### src/rtl/mux16_pkg.sv
// Shared types and constants for the 16-channel mux scan sequencer.
package mux16_pkg;

    typedef enum logic [1:0] {
        IDLE  = 2'd0,
        CHECK = 2'd1,
        SCAN  = 2'd2,
        OUT   = 2'd3
    } state_t;

    localparam int N_CH  = 16;
    localparam int SEL_W = 4;
    localparam int CNT_W = 4;

    // Strobe level that forces the mux output high (mux disabled).
    localparam logic STROBE_DISABLE = 1'b1;

    // Converts the raw mux output into the stored channel bit.
    function automatic logic sample_bit(input logic mux_bit, input bit invert);
        return invert ? ~mux_bit : mux_bit;
    endfunction

endpackage

### src/rtl/mux16_scan_sequencer_if.sv
// Valid/ready word output of the scan sequencer.
interface mux16_scan_sequencer_if;
    import mux16_pkg::*;

    logic [N_CH-1:0] word_o;
    logic            valid_o;
    logic            ready_i;

    modport master (output word_o, output valid_o, input ready_i);
    modport slave  (input word_o, input valid_o, output ready_i);

endinterface

### src/rtl/mux16_settle_timer.sv
// Settle counter: counts up from zero, done when the count reaches SETTLE.
module mux16_settle_timer
    import mux16_pkg::*;
#(
    parameter int SETTLE = 1
) (
    input  logic clk,
    input  logic rst,
    input  logic clear,
    output logic done
);

    logic [CNT_W-1:0] cnt;

    // Count while running; clear restarts the settle window for the next channel.
    always_ff @(posedge clk or posedge rst) begin
        if (rst) begin
            cnt <= '0;
        end else if (clear) begin
            cnt <= '0;
        end else begin
            cnt <= cnt + 1'b1;
        end
    end

    assign done = (cnt == CNT_W'(SETTLE));

endmodule

### src/rtl/mux16_scan_sequencer.sv
// Sweeps a 16:1 inverting strobed mux, checks its disabled level, and
// presents the assembled 16-bit word on a valid/ready interface.
module mux16_scan_sequencer
    import mux16_pkg::*;
#(
    parameter int SETTLE = 1,
    parameter bit INVERT = 1'b1
) (
    input  logic                    clk,
    input  logic                    rst,
    input  logic                    start_i,
    output logic                    busy_o,
    output logic [SEL_W-1:0]        sel_o,
    output logic                    strobe_o,
    input  logic                    mux_i,
    output logic                    err_o,
    mux16_scan_sequencer_if.master  bus
);

    state_t          state, state_n;
    logic [SEL_W-1:0] ch;
    logic [N_CH-1:0]  word_q;
    logic            accept;
    logic            settle_clear;
    logic            settle_done;
    logic            last_ch;

    assign last_ch = (ch == SEL_W'(N_CH - 1));

    // The settle window restarts on every sample and is held at zero outside SCAN.
    assign settle_clear = (state != SCAN) || settle_done;

    mux16_settle_timer #(
        .SETTLE (SETTLE)
    ) u_timer (
        .clk   (clk),
        .rst   (rst),
        .clear (settle_clear),
        .done  (settle_done)
    );

    // State register.
    always_ff @(posedge clk or posedge rst) begin
        if (rst) begin
            state <= IDLE;
        end else begin
            state <= state_n;
        end
    end

    // Next-state logic; accept marks the edge that launches a new scan.
    always_comb begin
        state_n = state;
        accept  = 1'b0;
        case (state)
            IDLE: begin
                if (start_i) begin
                    state_n = CHECK;
                    accept  = 1'b1;
                end
            end
            CHECK: begin
                state_n = SCAN;
            end
            SCAN: begin
                if (settle_done && last_ch) begin
                    state_n = OUT;
                end
            end
            OUT: begin
                if (bus.ready_i) begin
                    if (start_i) begin
                        state_n = CHECK;
                        accept  = 1'b1;
                    end else begin
                        state_n = IDLE;
                    end
                end
            end
            default: begin
                state_n = IDLE;
            end
        endcase
    end

    // Channel index, select, word assembly and sticky disable-level error.
    always_ff @(posedge clk or posedge rst) begin
        if (rst) begin
            ch     <= '0;
            sel_o  <= '0;
            word_q <= '0;
            err_o  <= 1'b0;
        end else begin
            if (accept) begin
                word_q <= '0;
                err_o  <= 1'b0;
            end
            if (state == CHECK) begin
                if (mux_i != STROBE_DISABLE) begin
                    err_o <= 1'b1;
                end
                ch    <= '0;
                sel_o <= '0;
            end
            if ((state == SCAN) && settle_done) begin
                word_q[ch] <= sample_bit(mux_i, INVERT);
                if (last_ch) begin
                    // sel_o stays on the last channel while the word is offered.
                    ch <= '0;
                end else begin
                    ch    <= ch + 1'b1;
                    sel_o <= ch + 1'b1;
                end
            end
        end
    end

    assign strobe_o    = (state == SCAN) ? ~STROBE_DISABLE : STROBE_DISABLE;
    assign busy_o      = (state == CHECK) || (state == SCAN);
    assign bus.valid_o = (state == OUT);
    assign bus.word_o  = word_q;

endmodule

### src/flat_wrapper.sv
// flat-port wrapper written by rule: the top's interface ports become plain ports
module mux16_scan_sequencer_flat import mux16_pkg::*;
#(
    parameter int SETTLE = 1,
    parameter bit INVERT = 1'b1
)
  (clk, rst, start_i, busy_o, sel_o, strobe_o, mux_i, err_o, bus_word_o, bus_valid_o, bus_ready_i);
  mux16_scan_sequencer_if bus_i ();
  input  logic clk;
  input  logic rst;
  input  logic start_i;
  output logic busy_o;
  output logic [SEL_W-1:0] sel_o;
  output logic strobe_o;
  input  logic mux_i;
  output logic err_o;
  output wire logic [$bits(bus_i.word_o)-1:0] bus_word_o;
  output wire logic [$bits(bus_i.valid_o)-1:0] bus_valid_o;
  input wire logic [$bits(bus_i.ready_i)-1:0] bus_ready_i;
  assign bus_word_o = bus_i.word_o;
  assign bus_valid_o = bus_i.valid_o;
  assign bus_i.ready_i = bus_ready_i;
  mux16_scan_sequencer #(.SETTLE(SETTLE), .INVERT(INVERT)) u_core (.clk(clk), .rst(rst), .start_i(start_i), .busy_o(busy_o), .sel_o(sel_o), .strobe_o(strobe_o), .mux_i(mux_i), .err_o(err_o), .bus(bus_i));
endmodule
### config.mk
export PLATFORM = sky130hd
export DESIGN_NAME = mux16_scan_sequencer_flat
export DESIGN_NICKNAME = d
export VERILOG_FILES = /design/src/rtl/mux16_pkg.sv /design/src/rtl/mux16_scan_sequencer_if.sv /design/src/rtl/mux16_settle_timer.sv /design/src/rtl/mux16_scan_sequencer.sv /design/src/flat_wrapper.sv
export SDC_FILE = /design/constraint.sdc
export NUM_CORES = 1
export LEC_CHECK = 0
export BUFFER_PORTS_ARGS = -buffer_cell sky130_fd_sc_hd__buf_2
export CORE_MARGIN = 4
export CORE_UTILIZATION = 59
export DETAILED_ROUTE_END_ITERATION = 6
export PLACE_DENSITY = 0.84
export SETUP_SLACK_MARGIN = 0.02
export SYNTH_ARGS = -nofsm -noshare
export SYNTH_HDL_FRONTEND = slang
export SYNTH_SLANG_ARGS = --single-unit
### constraint.sdc
create_clock -name clk -period 3.61 [get_ports clk]
set_input_delay 0.5415 -clock clk [delete_from_list [all_inputs] [get_ports clk]]
set_output_delay 0.5415 -clock clk [all_outputs]
set_load 0.02 [all_outputs]
# Word level (Yosys, flattened, before mapping)
# Index checks and enable logic that the tools add are counted.
totals:
  out_inout_bits: 24
  word_cells: 52
  register_bits: 31
op_classes:
  magnitude_cmp: 2
  n_addsub: 2
  n_bitwise: 1
  n_eq_ne: 9
  mux: 24
  reduce_logical: 8
ops:
  columns: ["operator", "count"]
  rows:
  - ["2-to-1 mux 16 bit", 2]
  - ["2-to-1 mux 4 bit", 7]
  - ["bitwise mux 16 bit", 1]
  - ["adder 4 x 1 -> 4 bit, second input constant", 2]
  - ["2-to-1 mux 1 bit", 8]
  - ["one-hot mux 2 bit (4 select lines)", 1]
  - ["2-to-1 mux 2 bit", 3]
  - ["< comparator 4 x 5 -> 1 bit, second input constant", 1]
  - ["demux 1 bit (select 4 bit)", 1]
  - ["== test 2 bit, second input constant", 2]
  - ["== test 4 x 1 -> 1 bit, second input constant", 1]
  - ["== test 4 bit, second input constant", 1]
  - [">= comparator 4 x 1 -> 1 bit, second input constant", 1]
  - ["!= test 2 x 1 -> 1 bit, second input constant", 2]
  - ["!= test 2 bit, second input constant", 2]
  - ["logical AND 1 bit", 3]
  - ["AND reduction 3 bit", 1]
  - ["== test 2 x 1 -> 1 bit, second input constant", 1]
  - ["logical NOT 2 bit", 1]
  - ["logical OR 1 bit", 2]
  - ["one-hot mux 1 bit (2 select lines)", 1]
  - ["nonzero test 2 bit", 1]
  - ["inverter 1 bit", 1]

# Depth between registers and ports, before layout
# Gate-level depths: netlist of run 1.
logic_depth:
  word_depth: 6
  mapped_depth: 8
  mapped_depth_nobuf: 6

# Hierarchy
# From an unflattened synthesis of run 1, not the netlist that was laid out.
hier_totals:
  hier_cells: 164
  area_unflattened_um2: 1674.1
modules_own_cells:
  columns: ["mod", "instances", "cells_per_inst", "area_each_um2"]
  rows:
  - ["mux16_scan_sequencer", 1, 147, 1478.9]
  - ["mux16_settle_timer", 1, 17, 195.2]

# Worst setup path before layout of run 1
# Ideal clock, no wire load.
synth_timing:
  kind: "register to register"
  from: "register u_core.state[0]"
  to: "register u_core.word_q[14] (netlist: u_core.bus.word_o[14])"
  slack_ns: 1.739
  setup_ns: 0.134
  t_required_ns: 3.476
  synth_period_minus_slack_ns: 1.871
  path_stages_with_launch: 8
  arrival_ns: 1.737
  cell_sequence: "dfrtp_1 -> inv_1 -> ha_1 -> or3b_1 -> clkbuf_1 -> buf_2 -> o211ai_1 -> o31ai_1"
synth_between:
  elab_chain_len: 5
synth_rtl:
  columns: ["element", "line_no", "text"]
  rows:
  - ["start: declaration", "mux16_scan_sequencer.sv:20", "state_t state, state_n;"]
  - ["start signal: assignment", "mux16_scan_sequencer.sv:47", "state <= state_n;"]
  - ["== test 2 bit / logical NOT 2 bit (equally long branches)", "mux16_scan_sequencer.sv:55", "case (state)"]
  - ["one-hot mux 1 bit (2 select lines)", "mux16_scan_sequencer.sv:55", null]
  - ["2-to-1 mux 16 bit", "mux16_scan_sequencer.sv:94", "if (accept) begin"]
  - ["bitwise mux 16 bit", "mux16_scan_sequencer.sv:106", "word_q[ch] <= sample_bit(mux_i, INVERT);"]
  - ["2-to-1 mux 16 bit (*)", "mux16_scan_sequencer.sv:105", "if ((state == SCAN) && settle_done) begin"]
  - ["end signal: indexed assignment", "mux16_scan_sequencer.sv:106", null]
  - ["end: declaration", "mux16_scan_sequencer.sv:22", "logic [N_CH-1:0] word_q;"]
# Every way passes the cells marked *; elsewhere a longest branch is shown, timed or not.
# A chain may end at the register's enable or synchronous reset.

# Worst setup path in the final report of run 1
layout_timing:
  from: "register u_core.state[0]"
  to: "register u_core.word_q[3] (netlist: u_core.bus.word_o[3])"
# Same word-level chain as after synthesis.

==> flow_summary_export.csv, run 1 <==
group,metric,value,unit
run_status,outcome,"complete, no violations",
clocking,cts_root_buf,"clkbuf_4",
run,max_cap_violations,0,
synth,synth_top_cells_by_count,"31 x dfrtp_1, 13 x o31ai_1, 12 x o211ai_1, 11 x ha_1, 10 x inv_1",
synth,synth_cell_types,36,
clocking,cts_post_setup_buffers_inserted,0,
global_routing,grt_start_max_net_pins,32,
drt,totalWireLength,3290,um
timing,finalHoldViolCount,0,
drt,detailedRoute.firstPassIterationCount,4,
clocking,ctsResizeCount,0,
drt,antenna_violating_nets_post_route,0,
floorplanning,start_util,63.1,%
floorplanning,ioPinCount,29,
drt,drt_drc_violations_left,0,
synth,syn-instance-count,146,
clocking,cts_hold_buffers,0,
clocking,cts_inserted_buffers,5,
clocking,cts_tree,"done",
timing,hold-worst-slack,0.261,ns
global_routing,grt_pass1_vias,1157,
critical_path,criticalPathCategory,"reg -> reg",
clocking,cts.sink_count,31,
synth,synth_most_common_cell,"dfrtp_1",
global_routing,global_route.usage.total,20.6,%
timing,max_clock_freq,491,MHz
critical_path,ff2ff_setup_slack,1.57,ns
place,routability_driven_placement_congestion_ratio,0.774,
synth,synth_top_flop_cell,"dfrtp_1",
critical_path,worstPathRequired,3.82,ns
drt,routed_via_density,6.00,
synth,synth_top_cell_area_share,48.3,%
place,worst_slack_at_placement,1.57,ns
global_routing,grt_first_pass_wirelength,5350,um
clocking,clk_slew_on_worst_s_h_paths,0.10,ns
synth,yosysTopAreaCell,"dfrtp_1",
synth,postSynth.asyncResetShare,100,%
global_routing,globalRouteOverflowTotal,0,
timing,relSlewSlack,64.8,%
final_layout,drive_gt1_share,25.9,%
power,p_per_area,794,mW/mm^2
drt,dr_total_vias,1223,
timing,period_share,56.5,%
synth,synth_edf_count,0,
critical_path,worstRegToRegCells,6,
clocking,cts_max_level,2,
critical_path,worst-path-max-fanout,8,
synth,synth-seq-cells,31,
synth,yosys-top-cells-area,"dfrtp_1 48%, ha_1 8.6%, o31ai_1 6.1%",
synth,number_of_nets_in_the_synthesized_netlist,162,
final_layout,area_growth,13.2,%
place,placement.io_buffers,28,
timing,timing.clock.skew,0.00824,ns
critical_path,cp-end-kind,"flop",
final_layout,finish.net_count,189,
timing,tns,0,ns
floorplanning,die_y,60.2,um
clocking,clk-insertion-delay-late,0.34,ns
timing,post-route-min-period,2.04,ns
timing,fin_ws,1.57,ns
synth,synth.cell_area,0.00161,mm^2
floorplanning,core,0.00254,mm^2
critical_path,timing.rr.start,"u_core.state[0]",
clocking,cts_buffer_depth,2,
final_layout,fin_util,71.4,%
timing,timing.final.setup_violations,0,
timing,timing_max_transition_violations_final,0,
timing,rsz0062_at_grt,"no",
place,dp_hpwl,2480,um
hold_path,hp-class,"in -> async",
global_routing,initial_antenna_violation_count,0,
critical_path,timing.critical_path.arrival,2.25,ns
power,leakage,0.915,nW
floorplanning,std_cell_rows,18,
final_layout,antennaDiodeCount,0,
synth,ys.warnings.count,0,
synth,syn-mean-instance-area,11.0,um^2
synth,seq_area_frac_synth,48.3,%
power,ir_worst_vdd,0.649,mV
timing,worstMarginPinSlew,0.528,ns
drt,drtIter0Drc,52,
critical_path,worstReg2RegEnd,"u_core.bus.word_o[3]",
floorplanning,fp.dieW,60.2,um
floorplanning,dieArea,0.00362,mm^2
drt,wl_per_cell,16.1,um
critical_path,critical_path.startpoint_type,"flop",
[how the worst max path moves through the flow]
| stage | start | endpoint | slack, ns | depth (start not counted) |
|---|---|---|---|---|
| after global placement | u_core.state[0] | u_core.bus.word_o[1] | 1.74 | 6 |
| after detailed placement | u_core.state[0] | u_core.bus.word_o[2] | 1.57 | 6 |
| after global routing | u_core.state[0] | u_core.bus.word_o[0] | 1.37 | 6 |
| final | u_core.state[0] | u_core.bus.word_o[3] | 1.57 | 6 |
| after floorplan | u_core.state[0] | u_core.bus.word_o[14] | 1.74 | 7 |
| after CTS | u_core.state[0] | u_core.bus.word_o[3] | 1.57 | 6 |
[cell families after synthesis]
kind of cell,synth area share [%]
adders and majority gates,8.57
AOI/OAI and AO/OA,21.9
xor gates and xnor gates,1.64
muxes,1.56
and+or+nand+nor,13.1
buffers and inverters,4.98
DFF,48.3
[sequential cells by signal (all words and copies together), names as in the netlist]
register / flops
u_core.err_o: 1
u_core.u_timer.cnt: 4
u_core.state: 2
u_core.sel_o: 4
u_core.bus.word_o: 16
u_core.ch: 4
[placed cells by master (no fill, tap or decap), drive strengths merged]
master,n
o41ai,4
a21oi,1
nor2,6
o31ai,13
o211ai,12
ha,11
xnor2,2
buf,29
dfrtp,31
and3,1
nand3,4
o311ai,4
o221ai,1
a32o,1
nor3b,1
a211oi,1
nand2b,3
or3b,2
clkbuf,8
a21o,1
xor2,1
and4bb,1
a221o,1
and2,1
inv,10
mux2,1
mux2i,1
nand2,13
o21ai,7
nor2b,1
nand4bb,1
[power by group]
group	internal (mW)	switching, mW	total [mW]	leakage (nW)
combinational	0.251	0.413	0.664	0.460
sequential	0.465	0.0810	0.546	0.417
clock	0.114	0.120	0.234	0.0386
total	0.831	0.613	1.44	0.915
[worst max-delay path, cell delays in order, from the launching register on]
cell and delay [ns]:
dfrtp_1 0.43, inv_1 0.16, ha_1 0.29, and4bb_2 0.46
nand2_4 0.12, o311ai_0 0.32, o41ai_1 0.13
[metal layers]
metal | vias to the layer above | wire [um] | global-route usage (%)
li1 | 596 | - | -
met1 | 589 | 1320 | 22.5
met2 | 34 | 1740 | 36.0
met3 | 4 | 168 | 7.34
met4 | 0 | 57 | 8.54
met5 | - | 0 | 0
[cell type report]
| type | instances | area [um^2] |
|---|---|---|
| timing repair buffer | 29 | 148 |
| multi-input combinational | 96 | 751 |
| inverter | 10 | 37.5 |
| fill | 177 | 727 |
| tap | 30 | 37.5 |
| sequential | 31 | 776 |
| clock buffer | 8 | 68.8 |
[through the flow]
step	cells	total power, mW	cell area (um^2)
3_3_place_gp	196	1.19	1750
3_5_place_dp	196	1.23	1750
2_1_floorplan	146	1.02	1610
5_1_grt	204	1.54	1820
4_1_cts	204	1.46	1820
6_report	204	1.44	1820
Note: power is estimated with default switching activity, not from simulation.
==> run 2, diff against run 1 <==
--- a/config.mk
+++ b/config.mk
@@ -7,9 +7,9 @@
 export LEC_CHECK = 0
 export BUFFER_PORTS_ARGS = -buffer_cell sky130_fd_sc_hd__buf_2
 export CORE_MARGIN = 4
-export CORE_UTILIZATION = 59
+export CORE_UTILIZATION = 54
 export DETAILED_ROUTE_END_ITERATION = 6
-export PLACE_DENSITY = 0.84
+export PLACE_DENSITY = 0.78
 export SETUP_SLACK_MARGIN = 0.02
 export SYNTH_ARGS = -nofsm -noshare
 export SYNTH_HDL_FRONTEND = slang
==> constraint.sdc (replaced) <==
create_clock -name clk -period 1.9 [get_ports clk]
set_input_delay 0.285 -clock clk [delete_from_list [all_inputs] [get_ports clk]]
set_output_delay 0.285 -clock clk [all_outputs]
set_load 0.02 [all_outputs]
==> flow_summary_export.csv, run 2 (same netlist as run 1, synthesis figures left out) <==
group,metric,value,unit
critical_path,critical_path.cell_chain,"inv_1 > ha_1 > or3b_4 > o311ai_0 > o41ai_1",
clocking,cts_tree,"done",
timing,worstMarginPinSlew,0.389,ns
place,dp_hpwl,2330,um
critical_path,max_stage_delay,0.51,ns
final_layout,drive_gt1_share,29.1,%
clocking,cts_root_buf,"clkbuf_4",
place,routability_driven_placement_congestion_ratio,0.781,
critical_path,cp-end-kind,"flop",
timing,period_share,93.2,%
global_routing,grt_start_max_net_pins,32,
timing,post-route-min-period,1.77,ns
global_routing,globalRouteOverflowTotal,0,
drt,totalWireLength,3270,um
final_layout,area_growth,17.1,%
floorplanning,std_cell_rows,19,
critical_path,worstPathBufferInverterCount,1,
global_routing,grt_pass1_vias,1240,
timing,timing.final.setup_violations,0,
place,placement.io_buffers,28,
clocking,cts_buffer_depth,2,
run,max_cap_violations,0,
timing,finalHoldViolCount,0,
global_routing,initial_antenna_violation_count,0,
clocking,clk-insertion-delay-late,0.34,ns
power,ir_worst_vdd,1.08,mV
global_routing,grt_first_pass_wirelength,5710,um
floorplanning,ioPinCount,29,
critical_path,timing.critical_path.arrival,1.98,ns
floorplanning,dieArea,0.00391,mm^2
power,p_per_area,1530,mW/mm^2
final_layout,number_of_flip_flops_under_the_largest_register_name,16,
run_status,outcome,"complete, no violations",
critical_path,critical_path.startpoint_type,"flop",
clocking,cts_inserted_buffers,5,
final_layout,finish.net_count,194,
critical_path,worst-path-max-fanout,17,
floorplanning,start_util,57.3,%
final_layout,antennaDiodeCount,0,
floorplanning,fp.dieW,62.5,um
clocking,clk_slew_on_worst_s_h_paths,0.10,ns
hold_path,hp-class,"in -> async",
final_layout,layout.cells.most_common_list,"31 x dfrtp_1, 28 x buf_2, 13 x o31ai_1",
drt,detailedRoute.firstPassIterationCount,4,
critical_path,cp_slowest_cell,"or3b_4",
timing,timing_max_transition_violations_final,0,
drt,wl_per_cell,15.6,um
drt,dr_total_vias,1225,
clocking,cts.sink_count,31,
place,dp_cells,201,
timing,tns,0,ns
timing,timing.clock.skew,0.00579,ns
timing,max_clock_freq,565,MHz
clocking,cts_max_level,2,
power,leakage,0.953,nW
critical_path,worstPathRequired,2.11,ns
timing,rsz0062_at_grt,"no",
drt,routed_via_density,5.83,
timing,hold-worst-slack,0.00722,ns
timing,relSlewSlack,74.0,%
drt,drt_drc_violations_left,0,
critical_path,criticalPathCategory,"reg -> reg",
final_layout,fin_cells,210,
critical_path,crit_family,"simple AND/OR/NAND/NOR gates",
drt,antenna_violating_nets_post_route,0,
global_routing,global_route.usage.total,18.2,%
final_layout,final_common_cell,"dfrtp_1",
floorplanning,die_y,62.5,um
drt,drtIter0Drc,62,
floorplanning,core,0.00281,mm^2
-- run 2: metal layers --
metal  vias to the layer above  routed length (um)  share of wire [%]  track usage (%)
met5                         -                   0                  0                0
met3                         5                 187                5.7             6.29
met2                        29                1630                 50             31.6
met1                       587                1410                 43             21.1
li1                        604                   -                  -                -
met4                         0                  44                1.3             5.79
-- run 2: per-stage QoR --
stage / instance area (um^2) / power (mW) / utilization [%] / worst slack [ns]
after floorplan: 1610 / 1.94 / - / 0.0290
after global placement: 1780 / 2.28 / 63.5 / 0.0807
after detailed placement: 1780 / 2.33 / 63.5 / -0.0544
after CTS: 1870 / 2.90 / 66.8 / 0.0922
after global routing: 1880 / 3.10 / 67.0 / 0.0291
final: 1880 / 2.88 / 67.0 / 0.129
-- run 2: area by class of cell --
type                    count  area (um^2)
fillers                   229          925
flip-flops and latches     31          776
multi-input cells          96          757
repair buffers             34          185
clock buffers               6         51.3
well taps                  31         38.8
inverters                  10         37.5
clock inverters             2         35.0
-- run 2: path summary, 6_finish.rpt --
kind,from,to,slack [ns],cells after the start
hold reg to reg,u_core.err_o,u_core.err_o,0.49,2
hold / removal,rst,u_core.bus.word_o[15],0.007,3
min in group clk,bus_ready_i,u_core.state[0],0.33,3
max in group asynchronous,rst,u_core.ch[1],1.60,3
setup / recovery,u_core.state[1],u_core.bus.word_o[0],0.13,5
setup reg to reg,u_core.state[1],u_core.bus.word_o[0],0.13,5
-- run 2: what timing repair did --
item,CTS,global route
hold buffers,0,0
cloned,0,0
setup endpoints to repair,10,3
pin swaps,0,1
endpoints found under the hold margin,0,0
buffers inserted,0,1
gates resized for setup,2,3
-- run 2: power breakdown --
part	internal [mW]	switching, mW	total, mW
Sequential	0.884	0.142	1.03
Combinational	0.518	0.792	1.31
Clock	0.311	0.235	0.546
Total	1.71	1.17	2.88
-- run 2: worst min-delay path: stages --
cell and delay (ns):
buf_2 0.10, inv_1 0.04, buf_4 0.34
